**src/rtl/mesh_pkg.sv**
```systemverilog
// Shared mesh router types, field widths and packet field offsets.
package mesh_pkg;

  localparam int unsigned NXT_W = 8;
  localparam int unsigned ROW_W = 4;
  localparam int unsigned COL_W = 4;

  typedef enum logic [2:0] {
    LOCAL = 3'd0,
    NORTH = 3'd1,
    SOUTH = 3'd2,
    EAST  = 3'd3,
    WEST  = 3'd4
  } dir_e;

  // Field MSB positions as a function of the total packet width w.
  function automatic int unsigned NXT_MSB(input int unsigned w);
    return w - 1;
  endfunction

  function automatic int unsigned ROW_MSB(input int unsigned w);
    return w - 9;
  endfunction

  function automatic int unsigned COL_MSB(input int unsigned w);
    return w - 13;
  endfunction

  function automatic int unsigned MODE_BIT(input int unsigned w);
    return w - 17;
  endfunction

  function automatic int unsigned SRC_MSB(input int unsigned w);
    return w - 18;
  endfunction

  function automatic int unsigned ID_MSB(input int unsigned w);
    return w - 22;
  endfunction

endpackage

```
**src/rtl/mesh_route_calc.sv**
```systemverilog
// Next-hop direction from target coordinates, routing mode and router position.
module mesh_route_calc
  import mesh_pkg::*;
(
  input  logic [ROW_W-1:0] tgt_row,
  input  logic [COL_W-1:0] tgt_col,
  input  logic             mode,
  input  logic [ROW_W-1:0] row_id,
  input  logic [COL_W-1:0] col_id,
  output dir_e             dir_c
);

  dir_e vert_c;
  dir_e horz_c;

  // mode=1 resolves the row first, mode=0 resolves the column first
  always_comb begin
    vert_c = SOUTH;
    horz_c = EAST;
    dir_c  = LOCAL;
    if (tgt_row < row_id) vert_c = NORTH;
    if (tgt_col < col_id) horz_c = WEST;
    if ((tgt_row == row_id) && (tgt_col == col_id)) begin
      dir_c = LOCAL;
    end else if (mode) begin
      dir_c = (tgt_row != row_id) ? vert_c : horz_c;
    end else begin
      dir_c = (tgt_col != col_id) ? horz_c : vert_c;
    end
  end

endmodule

```
**src/rtl/mesh_route_buffer.sv**
```systemverilog
// Input FIFO and route stage for one mesh router port.
module mesh_route_buffer
  import mesh_pkg::*;
#(
  parameter int unsigned PCKG_SZ = 50,
  parameter int unsigned DEPTH   = 8,
  parameter int unsigned ROWS    = 4,
  parameter int unsigned COLUMNS = 4,
  parameter int unsigned ROW_ID  = 1,
  parameter int unsigned COL_ID  = 1
) (
  input  logic                     clk,
  input  logic                     reset,
  input  logic [PCKG_SZ-1:0]       in_data,
  input  logic                     in_valid,
  output logic                     in_ready,
  output logic [PCKG_SZ-1:0]       out_data,
  output logic [2:0]               out_dir,
  output logic                     out_valid,
  input  logic                     out_ready,
  output logic                     illegal,
  output logic                     overflow,
  output logic [$clog2(DEPTH):0]   count
);

  localparam int unsigned PTR_W  = $clog2(DEPTH);
  localparam int unsigned CNT_W  = PTR_W + 1;
  localparam int unsigned BODY_W = PCKG_SZ - NXT_W;
  localparam int unsigned NXT_HI = NXT_MSB(PCKG_SZ);
  localparam int unsigned ROW_HI = ROW_MSB(PCKG_SZ);
  localparam int unsigned COL_HI = COL_MSB(PCKG_SZ);
  localparam int unsigned MODE_IX = MODE_BIT(PCKG_SZ);
  localparam logic [ROW_W:0] ROWS_LIM = (ROW_W + 1)'(ROWS);
  localparam logic [COL_W:0] COLS_LIM = (COL_W + 1)'(COLUMNS);

  // Nxt_jump is regenerated on the way out, so only the body is stored
  logic [BODY_W-1:0] mem [DEPTH];
  logic [PTR_W-1:0]  wr_ptr;
  logic [PTR_W-1:0]  rd_ptr;
  logic [PTR_W-1:0]  head_idx_c;
  logic [BODY_W-1:0] head_c;
  logic [CNT_W-1:0]  remain_c;
  logic [CNT_W-1:0]  count_nxt_c;
  logic              push_c;
  logic              pop_c;
  logic              legal_c;
  logic              wr_en_c;
  logic              unused_nxt_c;
  dir_e              head_dir_c;

  // Handshakes; the head seen at the next edge is the entry after any pop
  always_comb begin
    push_c       = in_valid & in_ready;
    pop_c        = out_valid & out_ready;
    legal_c      = ({1'b0, in_data[ROW_HI -: ROW_W]} < ROWS_LIM) &&
                   ({1'b0, in_data[COL_HI -: COL_W]} < COLS_LIM);
    wr_en_c      = push_c & legal_c;
    remain_c     = count - CNT_W'(pop_c);
    count_nxt_c  = remain_c + CNT_W'(wr_en_c);
    head_idx_c   = rd_ptr + PTR_W'(pop_c);
    head_c       = mem[head_idx_c];
    unused_nxt_c = ^in_data[NXT_HI -: NXT_W];
  end

  mesh_route_calc u_route (
    .tgt_row (head_c[ROW_HI -: ROW_W]),
    .tgt_col (head_c[COL_HI -: COL_W]),
    .mode    (head_c[MODE_IX]),
    .row_id  (ROW_W'(ROW_ID)),
    .col_id  (COL_W'(COL_ID)),
    .dir_c   (head_dir_c)
  );

  // Storage array; stale entries are hidden by the occupancy count
  always_ff @(posedge clk) begin
    if (wr_en_c) mem[wr_ptr] <= in_data[BODY_W-1:0];
  end

  // Pointers, occupancy, registered head presentation and status pulses
  always_ff @(posedge clk or posedge reset) begin
    if (reset) begin
      wr_ptr    <= '0;
      rd_ptr    <= '0;
      count     <= '0;
      in_ready  <= 1'b1;
      out_valid <= 1'b0;
      out_data  <= '0;
      out_dir   <= '0;
      illegal   <= 1'b0;
      overflow  <= 1'b0;
    end else begin
      if (wr_en_c) wr_ptr <= wr_ptr + PTR_W'(1);
      rd_ptr    <= head_idx_c;
      count     <= count_nxt_c;
      in_ready  <= (count_nxt_c < CNT_W'(DEPTH));
      out_valid <= (remain_c != '0);
      if (remain_c != '0) begin
        out_data <= {(NXT_W - 3)'(0), head_dir_c, head_c};
        out_dir  <= head_dir_c;
      end
      illegal   <= push_c & ~legal_c;
      overflow  <= in_valid & ~in_ready;
    end
  end

endmodule

```
**config.mk**
```make
export PLATFORM = sky130hd
export DESIGN_NAME = mesh_route_buffer
export DESIGN_NICKNAME = d
export VERILOG_FILES = /design/src/rtl/mesh_pkg.sv /design/src/rtl/mesh_route_calc.sv /design/src/rtl/mesh_route_buffer.sv
export SDC_FILE = /design/constraint.sdc
export NUM_CORES = 1
export LEC_CHECK = 0
export ABC_AREA = 0
export ABC_CLOCK_PERIOD_IN_PS = 4300
export BUFFER_PORTS_ARGS = -buffer_cell sky130_fd_sc_hd__buf_4
export CORE_ASPECT_RATIO = 0.5
export CORE_MARGIN = 5
export CORE_UTILIZATION = 50
export CTS_BUF_LIST = sky130_fd_sc_hd__clkbuf_8
export CTS_CLUSTER_SIZE = 24
export DETAILED_ROUTE_END_ITERATION = 8
export PLACE_DENSITY = 0.76
export RECOVER_POWER = 25
export SLEW_MARGIN = 30
export SYNTH_ARGS = -nofsm -noshare
export SYNTH_HDL_FRONTEND = slang
export SYNTH_HIERARCHICAL = 1
export SYNTH_SLANG_ARGS = --single-unit
export TNS_END_PERCENT = 1
```
**constraint.sdc**
```tcl
create_clock -name clk -period 4.3 [get_ports clk]
set_clock_uncertainty 0.05 [all_clocks]
set_input_delay 0.43 -clock clk [delete_from_list [all_inputs] [get_ports clk]]
set_output_delay 0.43 -clock clk [all_outputs]
set_load 0.005 [all_outputs]
```
# Yosys cells after proc, flatten, opt, wreduce, memory -nomap -nowiden
# Memories as Yosys holds them, arrays and structs flattened.
# Index checks and enable logic that the tools add are counted.
totals:
  regBits: 62
  ramBits: 336
  inputBits: 54
  output_inout_bits: 61
  wordCells: 41
  mem_count: 1
memory_table:
  columns: ["memory", "words", "word_bits", "rd", "rd_ports_with_merged_regs", "wr", "line", "rtl"]
  rows:
  - ["mem", 8, 42, 1, 0, 1, "mesh_route_buffer.sv:37", "logic [BODY_W-1:0] mem [DEPTH];"]
op_classes:
  add_sub_neg: 4
  n_lt_le_gt_ge: 5
  eq_ne: 4
  mux: 8
  bitwise_logic: 7
  reduce_logical: 3
op_table:
  columns: ["op", "count"]
  rows:
  - ["3-bit two-way mux", 5]
  - ["4-bit by 1-bit == test with 1-bit output, second input constant", 2]
  - ["4-bit by 1-bit < comparator with 1-bit output, second input constant", 2]
  - ["4-bit by 3-bit < comparator with 1-bit output, second input constant", 2]
  - ["4-bit by 1-bit != test with 1-bit output, second input constant", 2]
  - ["1-bit AND", 5]
  - ["4-bit by 1-bit adder with 4-bit output", 1]
  - ["4-bit < comparator, second input constant", 1]
  - ["4-bit nonzero test", 1]
  - ["4-bit by 1-bit subtractor with 4-bit output", 1]
  - ["3-bit by 1-bit adder with 3-bit output", 1]
  - ["3-bit by 1-bit adder with 3-bit output, second input constant", 1]
  - ["1-bit logical AND", 2]
  - ["1-bit two-way mux", 2]
  - ["2-bit two-way mux", 1]
  - ["1-bit inverter", 2]

# Longest topological paths before layout
# An unclocked memory read counts as a cell.
depth:
  depth_word: 8
  mapped_depth: 15
  mapped_depth_nobuf: 14

# Modules after synthesis
# Netlist, hierarchy kept.
modules_own_cells:
  columns: ["module", "instances", "cells_each", "area_per_inst_um2", "seq_area_each_um2"]
  rows:
  - ["mesh_route_buffer", 1, 976, 15692.6, 11567.3]
  - ["mesh_route_calc", 1, 36, 241.5, 0.0]

# Worst setup path after synthesis
# Ideal clock, no wire load.
synth_timing:
  path_kind: "input to register"
  from: "in in_data[41]"
  to: "mem mem[0][0] (netlist name), enable pin"
  setup_time_ns: 0.493
  arrival_time_ns: 4.139
  t_required_ns: 3.757
  path_slack_ns: -0.382
  stages: 5
  path_buffers: 1
  path_cell_list: "nor4_1 and3_1 clkbuf_1 nand2b_1 nor3_1"
synth_via:
  elab_chain_len: 5
synth_lines:
  columns: ["item", "line", "rtl"]
  rows:
  - ["from (decl)", "mesh_route_buffer.sv:14", "input logic [PCKG_SZ-1:0] in_data,"]
  - ["4-bit by 3-bit < comparator with 1-bit output", "mesh_route_buffer.sv:55", "legal_c = ({1'b0, in_data[ROW_HI -: ROW_W]} < ROWS_LIM) &&"]
  - ["1-bit logical AND", "mesh_route_buffer.sv:55", null]
  - ["1-bit AND", "mesh_route_buffer.sv:57", "wr_en_c = push_c & legal_c;"]
  - ["net wr_en_c", "mesh_route_buffer.sv:47", "logic wr_en_c;"]
  - ["1-bit two-way mux", "mesh_route_buffer.sv:76", "if (wr_en_c) mem[wr_ptr] <= in_data[BODY_W-1:0];"]
  - ["1-bit two-way mux (implied by the code)", "mesh_route_buffer.sv:76", null]
  - ["to (decl)", "mesh_route_buffer.sv:37", null]
# The timed path passes the listed nets, and every way through them passes these cells.

# Final worst setup path
layout_timing:
  from: "reg out_valid"
  to: "reg out_dir[1]"
layout_via:
  word_cells_on_any_way: 18
layout_rtl:
  columns: ["item", "line", "rtl"]
  rows:
  - ["from (decl)", "mesh_route_buffer.sv:19", "output logic out_valid,"]
  - ["from (signal assigned)", "mesh_route_buffer.sv:96", "out_valid <= (remain_c != '0);"]
  - ["1-bit AND", "mesh_route_buffer.sv:54", "pop_c = out_valid & out_ready;"]
  - ["3-bit by 1-bit adder with 3-bit output", "mesh_route_buffer.sv:60", "head_idx_c = rd_ptr + PTR_W'(pop_c);"]
  - ["net head_idx_c[1]", "mesh_route_buffer.sv:40", "logic [PTR_W-1:0] head_idx_c;"]
  - ["memory read 8 x 42 bit", null, null]
  - ["net head_c[33]", "mesh_route_buffer.sv:41", "logic [BODY_W-1:0] head_c;"]
  - ["3-bit two-way mux", "mesh_route_calc.sv:25", "end else if (mode) begin"]
  - ["3-bit two-way mux", "mesh_route_calc.sv:23", "if ((tgt_row == row_id) && (tgt_col == col_id)) begin"]
  - ["net head_dir_c[1]", "mesh_route_buffer.sv:49", "dir_e head_dir_c;"]
  - ["to (signal assigned)", "mesh_route_buffer.sv:99", "out_dir <= head_dir_c;"]
  - ["to (decl)", "mesh_route_buffer.sv:18", "output logic [2:0] out_dir,"]
# The timed path passes the listed nets, and every way through them passes these cells.
# A chain may end at the register's enable or synchronous reset.

==> results.py <==
metrics = {
    "logic_synthesis": {
        "syn_inst": 1012,
        "synth.top_cell.area_share_pct": 63.3,
        "synth_edf_count": 336,
        "synth_top_cell_by_area": "edfxtp_1",
        "synthDistinctLibCells": 37,
        "synth_top_flop_cell": "edfxtp_1",
        "cell_types_occupying_the_most_area_after_synthesis": "edfxtp_1 (63%), mux2i_1 (13%), dfrtp_1 (9.1%), nand3_1 (5.3%), nand4_1 (1.3%)",
        "avgSynthCellArea_sq_um": 15.7,
        "postSynth.asyncResetShare_pct": 14.9,
        "dominant_cell_by_count_in_the_synthesized_netlist": "edfxtp_1",
        "synth_area_sq_um": 15900,
        "yosysWarningCount": 6,
        "synth_seq_area_share_pct": 72.6,
        "yosys_register_bits": 395,
        "post_synth_most_frequent_cells": "edfxtp_1 (336), mux2i_1 (201), nand3_1 (168)",
    },
    "clock_network": {
        "cts_made_buffers": 55,
        "tritoncts": "built",
        "quantity_of_gates_resized_following_cts": 0,
        "postCtsSetupBuffers": 0,
        "clkTransAtPathRegs_ps": 70,
        "clock-root-buffer": "clkbuf_8",
        "worst_skew_pair.late_latency_ps": 620,
        "clockBufferDepth": 3,
        "htree_levels": 2,
        "clkSinkCount": 395,
    },
    "pwr": {
        "ir_drop_uv": 626,
        "p_total_mw": 13.1,
        "static-leakage-power_nw": 7.25,
        "pwr_density_cell_nw_per_um2": 700,
    },
    "worst_setup_path": {
        "worstPathMaxFanout": 36,
        "startpoint_of_the_worst_register_to_register_path": "out_valid$_DFF_PP0_",
        "data_arrival_critical_path_ps": 3790,
        "reg2reg_setup_slack_ps": 930,
        "critical_path.reg2reg.endpoint": "out_dir[1]$_DFFE_PP0P_",
        "timing.critical_path.from_type": "flip-flop",
        "critPathKind": "reg2reg",
        "worst-endpoint-required_ps": 4730,
        "worst_r2r_path_depth": 10,
        "endpoint_kind": "flip-flop",
    },
    "global_route": {
        "first_global_vias": 9661,
        "number_of_antenna_violations_at_the_first_check_in_global_routing": 0,
        "global_route.overflow_total": 0,
        "global_route.usage.total_pct": 18.9,
        "maximum_number_of_pins_on_one_net_before_global_route_repair": 106,
        "grt_first_pass_wirelength_mm": 53.1,
    },
    "finish": {
        "antenna-diode-count": 0,
        "layout.core_utilization_pct": 59.2,
        "post_layout_nonfiller_instances": 1653,
        "syn2layout_area_growth_pct": 17.2,
        "nets": 1244,
        "layout_cells_sized_above_1_pct": 16.6,
        "fillcell_total": 2322,
    },
    "timing": {
        "grt_setup_unrepaired": "false",
        "fmax_mhz": 297,
        "final_max_slew_viol_count": 0,
        "finalSetupViolCount": 0,
        "min_period_over_period_pct": 78.3,
        "maxSlewHeadroom_pct": 46.8,
        "period_minus_slack_ps": 3370,
        "totalNegativeSetupSlack_ps": 0,
        "timing.final.hold_violations": 0,
        "worst_pin_slew_ps": 797,
    },
    "status": {
        "status": "completed",
    },
    "detailed_routing": {
        "route.antenna.remaining_nets": 0,
        "via_density_per_instance": 5.52,
        "first_pass_iters": 5,
        "routed-via-count": 9131,
        "remaining_drcs": 0,
        "dr.first_iter.drc_count": 750,
        "route.final.wire_length_mm": 33.8,
        "detail_route.wl_per_cell_um": 20.5,
    },
    "placement": {
        "place_inst": 1511,
        "numPortBuffers": 101,
        "detailedPlacementHpwl_mm": 18.5,
        "gp_congestion": 0.715,
    },
    "die": {
        "die-height_um": 136,
        "die_wd_um": 262,
        "initial_core_utilization_pct": 50.5,
        "core_area_sq_um": 31500,
        "io_pins": 115,
        "fp.dieArea_sq_um": 35800,
        "fp-row-count": 46,
    },
    "hold_path": {
        "hold_path_end": "mem[3][0]$_DFFE_PP_",
        "hold_path.class": "in2reg",
        "whs_path_depth": 1,
        "startpoint_of_the_worst_hold_path": "in_data[0]",
    },
    "flow_run": {
        "max_cap_violations": 0,
    },
}
[worst max path at each step]
stage / start / end / slack, ps / depth (start not counted)
after CTS: out_valid$_DFF_PP0_ / out_dir[1]$_DFFE_PP0P_ / 910 / 10
after global routing: out_valid$_DFF_PP0_ / out_dir[0]$_DFFE_PP0P_ / 740 / 10
after global placement: out_ready / out_dir[1]$_DFFE_PP0P_ / 810 / 11
final: out_valid$_DFF_PP0_ / out_dir[1]$_DFFE_PP0P_ / 930 / 10
after floorplan: in_data[41] / mem[1][0]$_DFFE_PP_ / -380 / 5
after detailed placement: out_ready / out_dir[1]$_DFFE_PP0P_ / 760 / 11
[through the flow]
stage          setup WS, ps  hold slack [ps]  cell area, sq um
6_report                933              162             18700
5_1_grt                 736              157             18700
4_1_cts                 910            0.390             18800
3_5_place_dp            761              452             17300
3_3_place_gp            813              447             17300
2_1_floorplan          -380              422             16000
[power by group]
group	switching, mW	internal [mW]	leakage [nW]
combinational	3.06	2.36	2.91
clock	1.41	1.52	0.644
sequential	0.223	4.50	3.69
[layer usage]
layer / part of all wire (%) / vias up / wire length [um] / track usage [%]
li1: - / 4147 / - / -
met1: 41 / 4623 / 13900 / 24.7
met2: 51 / 313 / 17400 / 32.9
met3: 5.9 / 48 / 2000 / 3.36
met4: 1.6 / 0 / 548 / 5.54
met5: 0 / - / 0 / 0
[final cells by class]
type	instances	area (sq um)	area share, %
clock buffers	62	853	4.57
clock inverters	41	269	1.44
inverters	49	184	0.985
multi-input cells	510	3980	21.3
flip-flops and latches	395	11600	62.0
well taps	432	541	2.90
repair buffers	164	1280	6.84
[logic make-up after synthesis]
group,share of synthesized area [%]
muxes,13.7
and+or+nand+nor,8.10
DFF,72.6
other,0.0471
adders and majority gates,1.18
xor gates and xnor gates,0.495
buffers and inverters,3.31
AOI/OAI and AO/OA,0.581
[state kept, by name, indices dropped and copies added, names as in the netlist]
name	count
count	4
illegal	1
in_ready	1
mem	336
out_data	42
out_dir	3
out_valid	1
overflow	1
rd_ptr	3
wr_ptr	3
[cell usage in the layout (no fill, tap or decap), drive strengths merged, types with 5 or more instances in the layout]
cell           n
xnor2          6
nand4         34
a21oi          5
clkinv        22
inv           65
edfxtp       336
ha            15
buf           93
conb          13
nand2         11
clkbuf        95
nor2          10
mux2i        201
dlygate4sd3   38
and4           9
dfrtp         58
mux2          13
nand3        168
[critical path, stage by stage (launching register included)]
cell	delay, ps
dfrtp_1	370
and2_1	220
ha_4	190
ha_4	660
buf_4	570
mux2i_1	250
nand3_1	80
and4_1	270
o21a_1	210
o2bb2ai_1	110
mux2_2	260
[repair_timing]
action / CTS / global route
hold buffers: 38 / 0
setup endpoints to repair: 0 / 0
endpoints found under the hold margin: 307 / 0
(Power assumes the default switching activity.)
